--- src/rtl/div_pkg.sv ---
// Shared definitions for the sequential signed divider: default width,
// FSM state encoding and iteration-counter sizing.
package div_pkg;

    localparam int DEF_WIDTH = 8;

    typedef enum logic [1:0] {
        IDLE = 2'd0,
        CALC = 2'd1,
        FIX  = 2'd2
    } state_t;

    // Counter must reach WIDTH (it increments on the final CALC cycle too).
    function automatic int cnt_w(input int w);
        return $clog2(w + 1);
    endfunction

    localparam int CNT_W = cnt_w(DEF_WIDTH);

endpackage

--- src/rtl/div_step.sv ---
// One restoring division iteration: shift in the next dividend bit,
// trial-subtract the divisor, keep or restore.
module div_step
    import div_pkg::*;
#(
    parameter int WIDTH = DEF_WIDTH
) (
    input  logic [WIDTH-1:0] rem_in,
    input  logic             bit_in,
    input  logic [WIDTH-1:0] divisor,
    output logic [WIDTH-1:0] rem_out,
    output logic             q_bit
);

    logic [WIDTH:0]   shifted;
    logic [WIDTH+1:0] diff;
    logic             unused_bits;

    assign shifted = {rem_in, bit_in};
    assign diff    = {1'b0, shifted} - {2'b00, divisor};
    assign q_bit   = ~diff[WIDTH+1];
    // rem_in < divisor, so both candidates always fit in WIDTH bits.
    assign rem_out = q_bit ? diff[WIDTH-1:0] : shifted[WIDTH-1:0];

    assign unused_bits = ^{diff[WIDTH], shifted[WIDTH]};

endmodule

--- src/rtl/seq_signed_divider.sv ---
// Sequential signed divider (restoring, one bit per cycle, magnitude then sign fix).
// Optional macro DIV_ZERO_DETECT_EN: short-circuit b==0 straight to FIX and raise dz.
module seq_signed_divider
    import div_pkg::*;
#(
    parameter int WIDTH = DEF_WIDTH
) (
    input  logic             clk,
    input  logic             rst_n,
    input  logic             start,
    input  logic [WIDTH-1:0] a,
    input  logic [WIDTH-1:0] b,
    output logic             busy,
    output logic             done,
    output logic [WIDTH-1:0] quotient,
    output logic [WIDTH-1:0] remainder,
    output logic             dz
);

    localparam int CW = cnt_w(WIDTH);

    state_t           state, state_nxt;
    logic [CW-1:0]    cnt;
    logic [WIDTH-1:0] rem_q, quo_q, dvs_q, step_rem;
    logic             step_q, q_neg, r_neg, calc_last, zero_b;

`ifdef DIV_ZERO_DETECT_EN
    logic zero_q;
    assign zero_b = (b == '0);
`else
    assign zero_b = 1'b0;
    assign dz     = 1'b0;
`endif

    assign busy      = (state != IDLE);
    assign calc_last = (cnt == CW'(WIDTH - 1));

    div_step #(.WIDTH(WIDTH)) u_step (
        .rem_in  (rem_q),
        .bit_in  (quo_q[WIDTH-1]),
        .divisor (dvs_q),
        .rem_out (step_rem),
        .q_bit   (step_q)
    );

    always_ff @(posedge clk or negedge rst_n) begin
        if (!rst_n) state <= IDLE;
        else        state <= state_nxt;
    end

    always_comb begin
        state_nxt = state;
        case (state)
            IDLE:    if (start) state_nxt = zero_b ? FIX : CALC;
            CALC:    if (calc_last) state_nxt = FIX;
            FIX:     state_nxt = IDLE;
            default: state_nxt = IDLE;
        endcase
    end

    // quo_q starts as |a| and shifts out dividend bits as quotient bits shift in.
    always_ff @(posedge clk or negedge rst_n) begin
        if (!rst_n) begin
            cnt       <= '0;
            rem_q     <= '0;
            quo_q     <= '0;
            dvs_q     <= '0;
            q_neg     <= 1'b0;
            r_neg     <= 1'b0;
            done      <= 1'b0;
            quotient  <= '0;
            remainder <= '0;
`ifdef DIV_ZERO_DETECT_EN
            zero_q    <= 1'b0;
            dz        <= 1'b0;
`endif
        end else begin
            done <= 1'b0;
            case (state)
                IDLE: if (start) begin
                    cnt   <= '0;
                    rem_q <= '0;
                    quo_q <= a[WIDTH-1] ? -a : a;
                    dvs_q <= b[WIDTH-1] ? -b : b;
                    q_neg <= a[WIDTH-1] ^ b[WIDTH-1];
                    r_neg <= a[WIDTH-1];
`ifdef DIV_ZERO_DETECT_EN
                    zero_q <= zero_b;
`endif
                end
                CALC: begin
                    cnt   <= cnt + CW'(1);
                    rem_q <= step_rem;
                    quo_q <= {quo_q[WIDTH-2:0], step_q};
                end
                FIX: begin
                    done      <= 1'b1;
                    quotient  <= q_neg ? -quo_q : quo_q;
                    remainder <= r_neg ? -rem_q : rem_q;
`ifdef DIV_ZERO_DETECT_EN
                    dz <= zero_q;
                    if (zero_q) begin
                        quotient  <= '1;
                        remainder <= r_neg ? -quo_q : quo_q;
                    end
`endif
                end
                default: ;
            endcase
        end
    end

endmodule

--- config.mk ---
export PLATFORM = sky130hd
export DESIGN_NAME = seq_signed_divider
export DESIGN_NICKNAME = d
export VERILOG_FILES = /design/src/rtl/div_pkg.sv /design/src/rtl/div_step.sv /design/src/rtl/seq_signed_divider.sv
export SDC_FILE = /design/constraint.sdc
export NUM_CORES = 1
export LEC_CHECK = 0
export BUFFER_PORTS_ARGS = -buffer_cell sky130_fd_sc_hd__clkbuf_2
export CORE_MARGIN = 3
export CORE_UTILIZATION = 45
export CTS_BUF_LIST = sky130_fd_sc_hd__clkbuf_4 sky130_fd_sc_hd__clkbuf_8
export DETAILED_ROUTE_END_ITERATION = 7
export GPL_TIMING_DRIVEN = 0
export SLEW_MARGIN = 25
export SYNTH_ARGS = -nofsm -noshare
export SYNTH_HDL_FRONTEND = slang
export SYNTH_SLANG_ARGS = --single-unit
--- constraint.sdc ---
create_clock -name clk -period 4.2 [get_ports clk]
set_input_delay 0 -clock clk [delete_from_list [all_inputs] [get_ports clk]]
set_output_delay 0 -clock clk [all_outputs]
set_load 0.01 [all_outputs]
Word-level counts from Yosys, hierarchy flattened
Index checks and enable logic that the tools add are counted.
{"block": "classes", "add_sub_neg": 6, "mul": 0, "div_mod_pow": 0, "order_cmp": 0, "n_eq_ne": 5, "shift": 0, "mux": 15, "bitwise_logic": 2, "reduce_logical": 6}
{"cell": "$mux 8", "count": 7}
{"cell": "$neg 8->8", "count": 4}
{"cell": "$pmux 8 s2", "count": 2}
{"cell": "$sub 9x8->10", "count": 1}
{"cell": "$pmux 4 s2", "count": 1}
{"cell": "$reduce_and 2->1", "count": 3}
{"cell": "$add 4x1->4 const B", "count": 1}
{"cell": "$eq 4x3->1 const B", "count": 1}
{"cell": "$mux 2", "count": 2}
{"cell": "$mux 4", "count": 1}
{"cell": "$ne 2x2->1 const B", "count": 2}
{"cell": "$pmux 2 s2", "count": 1}
{"cell": "$reduce_bool 2->1", "count": 2}
{"cell": "$eq 2x1->1 const B", "count": 1}
{"cell": "$eq 2x2->1 const B", "count": 1}
{"cell": "$logic_not 2->1", "count": 1}
{"cell": "$mux 1", "count": 1}
{"cell": "$not 1->1", "count": 1}
{"cell": "$xor 1x1->1", "count": 1}
{"block": "word_totals", "register_bits": 49, "latchBits": 0, "ram_bits": 0, "rom_bits": 0, "input_bits": 19, "out_inout_bits": 19, "wordCells": 44, "n_memories": 0}

Longest topological paths before layout
Gate-level depths: netlist of the first run.
{"block": "depth", "depth_word": 4, "mapped_depth": 8, "mapped_depth_nobuf": 8}

Modules after synthesis
Synthesis of the first run repeated with hierarchy kept, for this count alone.
{"block": "unflattened", "cells_unflattened": 320, "area_unflattened_um2": 2939.1}
{"mod": "seq_signed_divider", "n_inst": 1, "cells_per_inst": 260, "area_per_inst_um2": 2442.3, "seq_area_each_um2": 1226.2}
{"mod": "div_step", "n_inst": 1, "cells_per_inst": 60, "area_per_inst_um2": 496.7, "seq_area_each_um2": 0.0}

Worst setup path after synthesis of the first run
OpenSTA, ideal clock, no wires.
{"block": "synth_timing", "path_kind": "register -> register", "from": "register quo_q[7]", "to": "register rem_q[6]", "setup_time_ns": 0.134, "arrival_time_ns": 1.907, "t_required_ns": 4.066, "slack_ns": 2.159, "path_stages_with_launch": 9, "path_buffers": 0, "period_less_slack_ns": 2.041, "cell_sequence": "dfrtp_1 > inv_1 > ha_1 > fa_1 > nor2b_1 > o211ai_1 > mux2_2 > a2111oi_0 > o21ai_0"}
{"block": "synth_via", "elab_chain_len": 3}
{"item": "from (decl)", "line": "seq_signed_divider.sv:24", "text": "logic [WIDTH-1:0] rem_q, quo_q, dvs_q, step_rem;"}
{"item": "from (signal assigned)", "line": "seq_signed_divider.sv:83", "text": "quo_q <= a[WIDTH-1] ? -a : a;"}
{"item": "from (signal assigned)", "line": "seq_signed_divider.sv:94", "text": "quo_q <= {quo_q[WIDTH-2:0], step_q};"}
{"item": "$sub 9x8->10", "line": "div_step.sv:20", "text": "assign diff = {1'b0, shifted} - {2'b00, divisor};"}
{"item": "$mux 8", "line": "div_step.sv:23", "text": "assign rem_out = q_bit ? diff[WIDTH-1:0] : shifted[WIDTH-1:0];"}
{"item": "$pmux 8 s2", "line": "seq_signed_divider.sv:79", "text": "case (state)"}
{"item": "to (signal assigned)", "line": "seq_signed_divider.sv:93", "text": "rem_q <= step_rem;"}
{"item": "to (decl)", "line": "seq_signed_divider.sv:24"}
No other way between the ends.
A chain may end at the register's enable or synchronous reset.

Worst setup path after layout of the first run
Same ends and word-level chain as after synthesis.

==> flow_summary.yaml, run 1 <==
outcome:
  status: "completed"
clock_network:
  numCtsBuffers: 5
  clock_path_buffers: 2
  numClockSinks: 49
  htree_levels: 2
  tritoncts: "built"
  clkLatencyLatePin_ps: 300
  cts-root-buf: "clkbuf_8"
  cts.repair.resized: 0
  clkTransAtPathRegs_ps: 100
grt:
  grt_overflow: 0
  track_usage_pct: 18.57
  grt_pass1_wl_um: 11150
  grt_pass1_vias: 2367
  grt_max_degree: 50
  antenna_found_initial: 0
setup_path:
  crit_slowest_cell: "a2111oi_0"
  reg2reg_slack_ps: 1870
  crit_fanout: 3
  r2r_start: "quo_q[7]"
  crit_path_start_kind: "flip-flop"
  critical_path.max_stage_delay_ps: 410
  end_kind: "flip-flop"
  path_cells: "inv_1 > ha_1 > fa_1 > nor2b_1 > o211ai_1 > mux2_2 > a2111oi_0 > o21ai_0"
  path_class: "flip-flop to flip-flop"
  r2r_end: "rem_q[6]"
  worstPathRequired_ps: 4380
  r2r_cells: 8
  arrival_ps: 2510
placed_design:
  dp.cells: 432
  place_congestion: 0.8965
  dpl.hpwl_um: 4811
  port_buffers: 34
finish:
  fin_cells: 443
  final_cell_mix: "nand2_1 (50), dfrtp_1 (49), o21ai_0 (38)"
  fin_nets: 400
  fill_cells: 598
  n_antenna_cell: 0
  area_delta_synth_final_pct: 13.37
  seqCellArea_mm2: 0.001226
  multi_input_area_mm2: 0.001515
  final_common_cell: "nand2_1"
  drive_above_1_share_pct: 14.67
  fin_util_pct: 54.09
sta:
  hold_viol_final: 0
  skew_ps: 12.72
  timing.final.max_slew_violations: 0
  worst_pin_slew_ps: 692.8
  period_share_pct: 55.46
  setup_tns_ps: 0
  post-route-min-period_ps: 2329
  slew_headroom_pct: 53.65
  setup_viol_count_final: 0
  rsz0062_at_grt: "false"
  fmax_mhz: 429.3
route:
  viasPerCell: 5.302
  drt_iter0_drc: 124
  drtAntennaViolNets: 0
  vias: 2349
  drc_errors: 0
  wl_um: 6326
  wl_per_cell_um: 14.28
  drtPass1Iterations: 4
logic_synthesis:
  synth_seq_area_share_pct: 42.41
  ys_async_sr_fraction_pct: 100.0
  synth_flop_cell: "dfrtp_1"
  ys.warnings.count: 0
  syn_avg_cell_area_um2: 8.952
  synth_cell_types: 45
  ys_seq_elements: 49
  synth_edf_count: 0
  syn_nets: 356
  netlist_area_mm2: 0.002892
  synthCells: 323
pwr:
  p_seq_share_pct: 33.3
  power_density_mw_per_mm2: 808.9
  switching_share_pct: 44.98
  p_comb_share_pct: 55.8
  pwr-share-clk_pct: 10.9
  ir_drop_mv: 0.4168
  switchingPower_mw: 1.193
  p_leak_nw: 1.592
  p_int_mw: 1.459
floorplanning:
  die_area_mm2: 0.007424
  die_height_um: 86.16
  die_x_um: 86.16
  fp.coreArea_mm2: 0.006061
  floorplan.initialDensity_pct: 47.71
  pin_count: 38
  rows: 28
hold_path:
  worstHoldPathCells: 4
  hold_path.class: "input pin to flip-flop"
  hp-start: "b[6]"
  whs_endpoint: "dvs_q[7]"
flow_run:
  cap_violations: 0
-- power groups by stage --
| stage | combinational, mW | sequential [mW] | clock (mW) |
|---|---|---|---|
| 6_report | 1.48 | 0.884 | 0.288 |
| 4_1_cts | 1.49 | 0.884 | 0.296 |
| 2_1_floorplan | 1.09 | 0.883 | 0 |
| 3_3_place_gp | 1.43 | 0.890 | 0 |
| 5_1_grt | 1.70 | 0.917 | 0.311 |
| 3_5_place_dp | 1.47 | 0.894 | 0 |
-- critical path: cells and delay by family (launching register included) --
kind	cells	cell delay, ps
muxes	1	280
DFF	1	370
adders and majority gates	2	610
and+or+nand+nor	1	190
AOI/OAI and AO/OA	3	680
buffers and inverters	1	90
-- worst max-delay path by stage --
| stage | start | to | slack, ps | cells after the start |
|---|---|---|---|---|
| global route | quo_q[7] | rem_q[6] | 1710 | 8 |
| CTS | quo_q[7] | rem_q[6] | 1870 | 8 |
| detailed placement | quo_q[7] | rem_q[6] | 1880 | 8 |
| finish | quo_q[7] | rem_q[6] | 1870 | 8 |
| global placement | quo_q[7] | rem_q[6] | 1870 | 8 |
| floorplan | quo_q[7] | rem_q[6] | 2160 | 8 |
-- flip-flops by register name (all words and copies together) (netlist names) --
register and cells:
done 1, q_neg 1, r_neg 1, dvs_q 8, rem_q 8, quo_q 8, quotient 8, cnt 4
state 2, remainder 8
-- metrics by stage --
step	power, mW	hold slack (ps)	cell area, um2	setup WS [ps]
finish	2.652	8.538	3278	1871
global route	2.924	43.68	3278	1711
CTS	2.668	5.328	3278	1871
detailed placement	2.367	116.0	3158	1882
global placement	2.322	283.0	3156	1866
floorplan	1.970	-295.6	2892	2159
-- kinds of logic after synthesis --
kind of cell	Yosys count	share of synthesized area [%]
simple gates	108	17.65
compound gates	81	18.00
flops	49	42.41
buf+inv	37	5.193
xor+xnor	27	8.178
fa+ha+maj	14	6.318
mux	6	2.120
other cells	1	0.1297
-- cells in the mapped netlist (2+ instances only) --
cell type | count | share of area, %
nor2_1 | 13 | 1.7
nand2b_1 | 5 | 1.1
and3_1 | 3 | 0.65
a21o_1 | 4 | 1.0
dfrtp_1 | 49 | 42
xnor2_1 | 8 | 2.4
mux2i_1 | 5 | 1.7
or2_2 | 4 | 0.87
nand2_1 | 50 | 6.5
a31oi_1 | 3 | 0.65
ha_1 | 13 | 5.6
o21ai_1 | 4 | 0.69
nor3b_1 | 2 | 0.52
xor2_1 | 19 | 5.8
nand4_1 | 3 | 0.65
o21ai_0 | 38 | 6.6
or3_1 | 5 | 1.1
and2_1 | 2 | 0.43
a21oi_1 | 6 | 1.0
nor2b_1 | 7 | 1.5
a22oi_1 | 6 | 1.6
o211ai_1 | 2 | 0.52
clkbuf_1 | 14 | 1.8
o31ai_1 | 7 | 1.8
nor3_1 | 4 | 0.69
nand3_1 | 8 | 1.4
inv_1 | 21 | 2.7
-- repair_timing --
item,CTS,global route
hold buffers,3,0
buffers inserted,0,0
hold endpoints to repair,51,0
-- metal layers --
layer	track usage, %	vias to the layer above	part of all wire, %
li1	-	1200	-
met1	23.80	1091	46
met2	32.31	51	47
met3	3.266	7	5.2
met4	4.604	0	0.90
met5	0	-	0
-- final cells by class --
type                            instances  share of cell area [%]
Buffer                                 16                   2.176
Clock buffer                            6                   2.328
Clock inverter                          2                  0.4198
Inverter                               21                   2.405
Multi-Input combinational cell        237                   46.22
Sequential cell                        49                   37.40
Tap cell                               75                   2.863
Timing Repair Buffer                   37                   6.183
(Power assumes the default switching activity.)
==> run 2: changes to the inputs <==
--- a/config.mk
+++ b/config.mk
@@ -5,6 +5,7 @@
 export SDC_FILE = /design/constraint.sdc
 export NUM_CORES = 1
 export LEC_CHECK = 0
+export ABC_AREA = 1
 export BUFFER_PORTS_ARGS = -buffer_cell sky130_fd_sc_hd__clkbuf_2
 export CORE_MARGIN = 3
 export CORE_UTILIZATION = 45
==> constraint.sdc (replaced) <==
create_clock -name clk -period 2.2 [get_ports clk]
set_input_delay 0 -clock clk [delete_from_list [all_inputs] [get_ports clk]]
set_output_delay 0 -clock clk [all_outputs]
set_load 0.01 [all_outputs]
==> run 2 against run 1 <==
Die area grew 3.7%. Sequential power grew 88%. Maximum frequency grew 24%. First-iteration DRC count shrank 8.1%. Clock power grew 130%. Largest cell class unchanged. Largest power group unchanged.
==> flow_summary.yaml, run 2 <==
setup_path:
  worstPathRequired_ps: 2390
  reg2reg_slack_ps: 330
  r2r_end: "rem_q[6]"
  r2r_start: "rem_q[2]"
  arrival_ps: 2060
  end_kind: "flip-flop"
  crit_path_start_kind: "flip-flop"
  r2r_cells: 9
  crit_fanout: 10
  path_class: "flip-flop to flip-flop"
placed_design:
  place_congestion: 0.7876
  dpl.hpwl_um: 5149
  port_buffers: 35
finish:
  drive_above_1_share_pct: 15.40
  final_cell_mix: "nand2_1 (97), inv_1 (49), dfrtp_1 (49)"
  fill_cells: 644
  area_delta_synth_final_pct: 13.94
  final_common_cell: "nand2_1"
  fin_nets: 467
  n_antenna_cell: 0
sta:
  setup_viol_count_final: 0
  skew_ps: 9.074
  post-route-min-period_ps: 1872
  timing.final.max_slew_violations: 0
  worst_pin_slew_ps: 666.1
  period_share_pct: 85.08
  hold_viol_final: 0
  fmax_mhz: 534.2
  setup_tns_ps: 0
  slew_headroom_pct: 55.60
  rsz0062_at_grt: "false"
logic_synthesis:
  synth.mux.area_fraction_pct: 0
  synth_top_family_by_area: "simple AND/OR/NAND/NOR gates"
  synth_top_area_share_pct: 40.77
  synth_cell_types: 39
  netlist_area_mm2: 0.003008
  synth_commonest_cells: "nand2_1 (97), dfrtp_1 (49), inv_1 (49), nand3_1 (32), o21ai_0 (30)"
  ys_async_sr_fraction_pct: 100.0
  ys.warnings.count: 0
  syn_avg_cell_area_um2: 7.732
  synthSimpleGateAreaFrac_pct: 25.96
  synth-adder-area-share_pct: 6.073
  synth_most_common_cell: "nand2_1"
  synth_edf_count: 0
  synthTopCellsByArea: "dfrtp_1 (41%), nand2_1 (12%), inv_1 (6.1%)"
  synth_compound_area_share_pct: 13.31
  yosysTopAreaCell: "dfrtp_1"
  synth_xor_area_share_pct: 4.950
  synthCells: 389
  ys_seq_elements: 49
  synth_flop_cell: "dfrtp_1"
  synth_seq_area_share_pct: 40.77
  syn_nets: 422
pwr:
  p_comb_share_pct: 57.2
  p_int_mw: 2.885
  pwr-share-clk_pct: 12.1
  ir_drop_mv: 0.6897
  switching_share_pct: 46.67
  p_leak_nw: 1.791
  switchingPower_mw: 2.524
  power_density_mw_per_mm2: 1578
  p_seq_share_pct: 30.6
  power_mw: 5.409
grt:
  grt_pass1_wl_um: 11610
  track_usage_pct: 18.82
  grt_overflow: 0
  antenna_found_initial: 0
  grt_max_degree: 50
  grt_pass1_vias: 2544
floorplanning:
  pin_count: 38
  die_x_um: 87.76
  rows: 29
  die_height_um: 87.76
  die_area_mm2: 0.007701
  floorplan.initialDensity_pct: 46.83
  fp.coreArea_mm2: 0.006422
hold_path:
  whs_endpoint: "dvs_q[6]"
  hold_path.class: "input pin to flip-flop"
  hp-start: "b[6]"
  worstHoldPathCells: 3
clock_network:
  clock_path_buffers: 2
  clkLatencyLatePin_ps: 300
  numClockSinks: 49
  htree_levels: 2
  cts-root-buf: "clkbuf_8"
  tritoncts: "built"
  clkTransAtPathRegs_ps: 90
  numCtsBuffers: 5
  cts.repair.resized: 0
route:
  drt_iter0_drc: 114
  wl_per_cell_um: 12.90
  vias: 2605
  drtPass1Iterations: 4
  viasPerCell: 5.088
  drc_errors: 0
  wl_um: 6603
  drtAntennaViolNets: 0
outcome:
  status: "completed"
flow_run:
  cap_violations: 0
[run 2: through the flow]
| step | setup slack, ps | area [um2] | util (%) | instances | hold slack, ps |
|---|---|---|---|---|---|
| CTS | 330.8 | 3427 | 53.36 | 512 | 8.497 |
| finish | 328.2 | 3427 | 53.36 | 512 | 6.414 |
| global route | 171.3 | 3427 | 53.36 | 512 | 29.04 |
| detailed placement | 342.4 | 3282 | 51.10 | 501 | 110.3 |
| global placement | 365.5 | 3279 | 51.06 | 501 | 297.1 |
| floorplan | 564.2 | 3008 | - | 389 | -295.6 |
[run 2: final cells by class]
cell class,count,area (um2),share of cell area [%]
inverter,53,198.9,5.805
buffer,12,66.31,1.935
tap,77,96.34,2.811
clock inverter,2,38.79,1.132
clock buffer,6,76.32,2.227
sequential,49,1226,35.78
timing repair buffer,38,207.7,6.061
multi-input combinational,275,1516,44.25
[run 2: what timing repair did]
action | CTS | global route
hold buffers | 3 | 0
setup buffers | 0 | 0
endpoints found under the hold margin | 51 | 0
[run 2: worst max-delay path by stage]
stage / startpoint / end / slack [ps] / cells after the start
after floorplan: rem_q[2] / rem_q[3] / 560 / 10
after global placement: rem_q[2] / rem_q[6] / 370 / 9
after global routing: rem_q[5] / rem_q[6] / 170 / 9
after CTS: rem_q[2] / rem_q[6] / 330 / 9
final: rem_q[2] / rem_q[6] / 330 / 9
after detailed placement: rem_q[2] / rem_q[6] / 340 / 9
[run 2: critical path: stages (launching register included)]
cell     delay, ps
dfrtp_1        450
ha_1           380
nand2_1        130
nor2_2         170
nand3_4        120
nand3_4        120
buf_6          150
nand3_1        100
nand3_1         90
nand2_1         50
[run 2: power groups by stage]
stage          sequential (mW)  clock, mW  combinational (mW)
2_1_floorplan             1.64          0                2.35
3_3_place_gp              1.66          0                3.05
3_5_place_dp              1.67          0                3.12
4_1_cts                   1.66      0.678                3.13
5_1_grt                   1.72      0.708                3.61
6_report                  1.66      0.656                3.10
[run 2: kinds of logic after synthesis]
logic type,count (synthesis)
AND/OR/NAND/NOR,175
AO/OA/AOI/OAI,68
buffers and inverters,65
flip-flops,49
XOR/XNOR,17
adder cells (fa/ha/maj),14
other,1
[run 2: per-layer routing]
metal,up-vias,GRT usage (%),wire length [um]
li1,1351,-,-
met1,1210,25.79,3234
met2,39,31.78,3117
met3,5,3.293,211
met4,0,2.929,40
met5,-,0,0
==> run 3: changes to the inputs <==
--- a/config.mk
+++ b/config.mk
@@ -7,12 +7,11 @@
 export LEC_CHECK = 0
 export ABC_AREA = 1
 export BUFFER_PORTS_ARGS = -buffer_cell sky130_fd_sc_hd__clkbuf_2
-export CORE_MARGIN = 3
-export CORE_UTILIZATION = 45
+export CORE_UTILIZATION = 60
 export CTS_BUF_LIST = sky130_fd_sc_hd__clkbuf_4 sky130_fd_sc_hd__clkbuf_8
 export DETAILED_ROUTE_END_ITERATION = 7
 export GPL_TIMING_DRIVEN = 0
-export SLEW_MARGIN = 25
+export PLACE_DENSITY = 0.82
 export SYNTH_ARGS = -nofsm -noshare
 export SYNTH_HDL_FRONTEND = slang
 export SYNTH_SLANG_ARGS = --single-unit
==> run 3 against run 2 <==
The run now ends with hold timing left. Maximum frequency rose by 0.40%. Utilization rose by 18 points. Critical path depth did not move. First-iteration DRC count rose by 98%. Final cell count fell by 2.0%. Power fell by 1.5%. Register-to-register slack barely moved. Sequential share of layout area rose by 0.36 points. Die area fell by 31%. Critical path type unchanged. Largest cell class unchanged. Largest power group unchanged.
==> flow_summary.yaml, run 3 (same netlist as run 2, synthesis figures left out) <==
sta:
  timing.final.max_slew_violations: 0
  skew_ps: 8.948
  worst_slack_ps: 335.8
  period_share_pct: 84.74
  slew_headroom_pct: 21.26
  setup_viol_count_final: 0
  hold_viol_final: 1
  fmax_mhz: 536.4
  worst_pin_slew_ps: 1181
  rsz0062_at_grt: "false"
  setup_tns_ps: 0
  hold_slack_ps: -5.294
  post-route-min-period_ps: 1864
finish:
  final_common_cell: "nand2_1"
  seqCellArea_mm2: 0.001226
  drive_above_1_share_pct: 15.40
  fin_nets: 467
  fill_cells: 398
  multi_input_area_mm2: 0.001516
  final_cell_area_mm2: 0.003393
  final_cell_mix: "nand2_1 (97), inv_1 (49), dfrtp_1 (49)"
  n_antenna_cell: 0
  area_delta_synth_final_pct: 12.81
grt:
  grt_pass1_wl_um: 11100
  grt_pass1_vias: 2576
  grt_max_degree: 50
  antenna_found_initial: 0
  grt_overflow: 0
  track_usage_pct: 26.76
route:
  viasPerCell: 5.353
  vias: 2687
  wl_um: 6383
  drt_iter0_drc: 226
  drtAntennaViolNets: 0
  drc_errors: 0
  wl_per_cell_um: 12.72
  drtPass1Iterations: 4
floorplanning:
  floorplan.initialDensity_pct: 62.85
  pin_count: 38
  rows: 25
  die_area_mm2: 0.005301
  fp.coreArea_mm2: 0.004786
  die_x_um: 72.81
  die_height_um: 72.81
clock_network:
  cts-root-buf: "clkbuf_8"
  cts_setup_buffers: 0
  numCtsBuffers: 5
  clock_path_buffers: 2
  htree_levels: 2
  tritoncts: "built"
  clkTransAtPathRegs_ps: 100
  clkLatencyLatePin_ps: 310
  numClockSinks: 49
setup_path:
  path_class: "flip-flop to flip-flop"
  crit_fanout: 10
  end_kind: "flip-flop"
  r2r_start: "rem_q[2]"
  reg2reg_slack_ps: 340
  r2r_cells: 9
  r2r_end: "rem_q[6]"
  worstPathRequired_ps: 2400
  crit_path_start_kind: "flip-flop"
  arrival_ps: 2060
placed_design:
  placed_area_mm2: 0.003267
  place_congestion: 0.8912
  port_buffers: 35
  dpl.hpwl_um: 4898
  preCtsSetupSlack_ps: 361.8
pwr:
  p_leak_nw: 1.783
  ir_drop_mv: 0.5860
  power_density_mw_per_mm2: 1570
outcome:
  violations: "hold timing"
  status: "finished, violations left"
flow_run:
  cap_violations: 0
hold_path:
  hp-start: "b[0]"
  whs_endpoint: "dvs_q[0]"
  hold_path.class: "input pin to flip-flop"
  worstHoldPathCells: 3
==> run 3: cell count changes in the layout (fill, tap and decap cells not counted), sizes merged <==
cell,before,now
clkinv,2,3
bufinv,1,0
==> run 3: worst max-delay path by stage <==
stage | start | endpoint | depth (start not counted)
6_report | rem_q[2] | rem_q[6] | 9
5_1_grt | rem_q[2] | rem_q[6] | 9
4_1_cts | rem_q[2] | rem_q[6] | 9
3_5_place_dp | rem_q[2] | rem_q[6] | 9
3_3_place_gp | rem_q[2] | rem_q[6] | 9
2_1_floorplan | rem_q[2] | rem_q[3] | 10
==> run 3: per-layer routing <==
metal	up-vias	part of all wire [%]	track usage, %
met5	-	0	0
met1	1227	46	35.10
li1	1359	-	-
met3	9	5.1	4.006
met2	92	47	45.79
met4	0	1.2	8.279
==> run 3: timing repair <==
item / 4_1_cts / 5_1_grt
endpoints found under the setup margin: 0 / 0
hold endpoints to repair: 52 / 0
hold buffers: 3 / 0
gates resized for setup: 0 / 0
==> run 3: final cells by class <==
| type | instances | share of cell area, % |
|---|---|---|
| Buffer | 12 | 1.954 |
| Tap cell | 67 | 2.471 |
| Multi-Input combinational cell | 275 | 44.69 |
| Inverter | 53 | 5.863 |
| Clock buffer | 6 | 2.434 |
| Timing Repair Buffer | 38 | 6.047 |
| Clock inverter | 2 | 0.4056 |
| Sequential cell | 49 | 36.14 |
==> run 3: metrics by stage <==
step | util [%] | hold WS (ps) | instances | power, mW
4_1_cts | 70.90 | 0.4772 | 502 | 5.325
2_1_floorplan | - | -295.6 | 389 | 3.997
3_5_place_dp | 68.26 | 300.4 | 491 | 4.749
3_3_place_gp | 68.26 | 296.2 | 491 | 4.613
5_1_grt | 70.90 | 15.29 | 502 | 5.890
6_report | 70.90 | -5.294 | 502 | 5.328
==> run 3: report_power, final <==
| group | total [mW] | internal, mW | switching [mW] |
|---|---|---|---|
| clock | 0.564 | 0.255 | 0.309 |
| combinational | 3.11 | 1.21 | 1.90 |
| sequential | 1.66 | 1.32 | 0.336 |
| total | 5.33 | 2.79 | 2.54 |
==> run 3: worst max-delay path: stages (launching register included) <==
cell and delay [ps]:
dfrtp_1 450, ha_1 390, nand2_1 130, nor2_2 170, nand3_4 120, nand3_4 120
buf_6 140, nand3_1 100, nand3_1 80, nand2_1 50
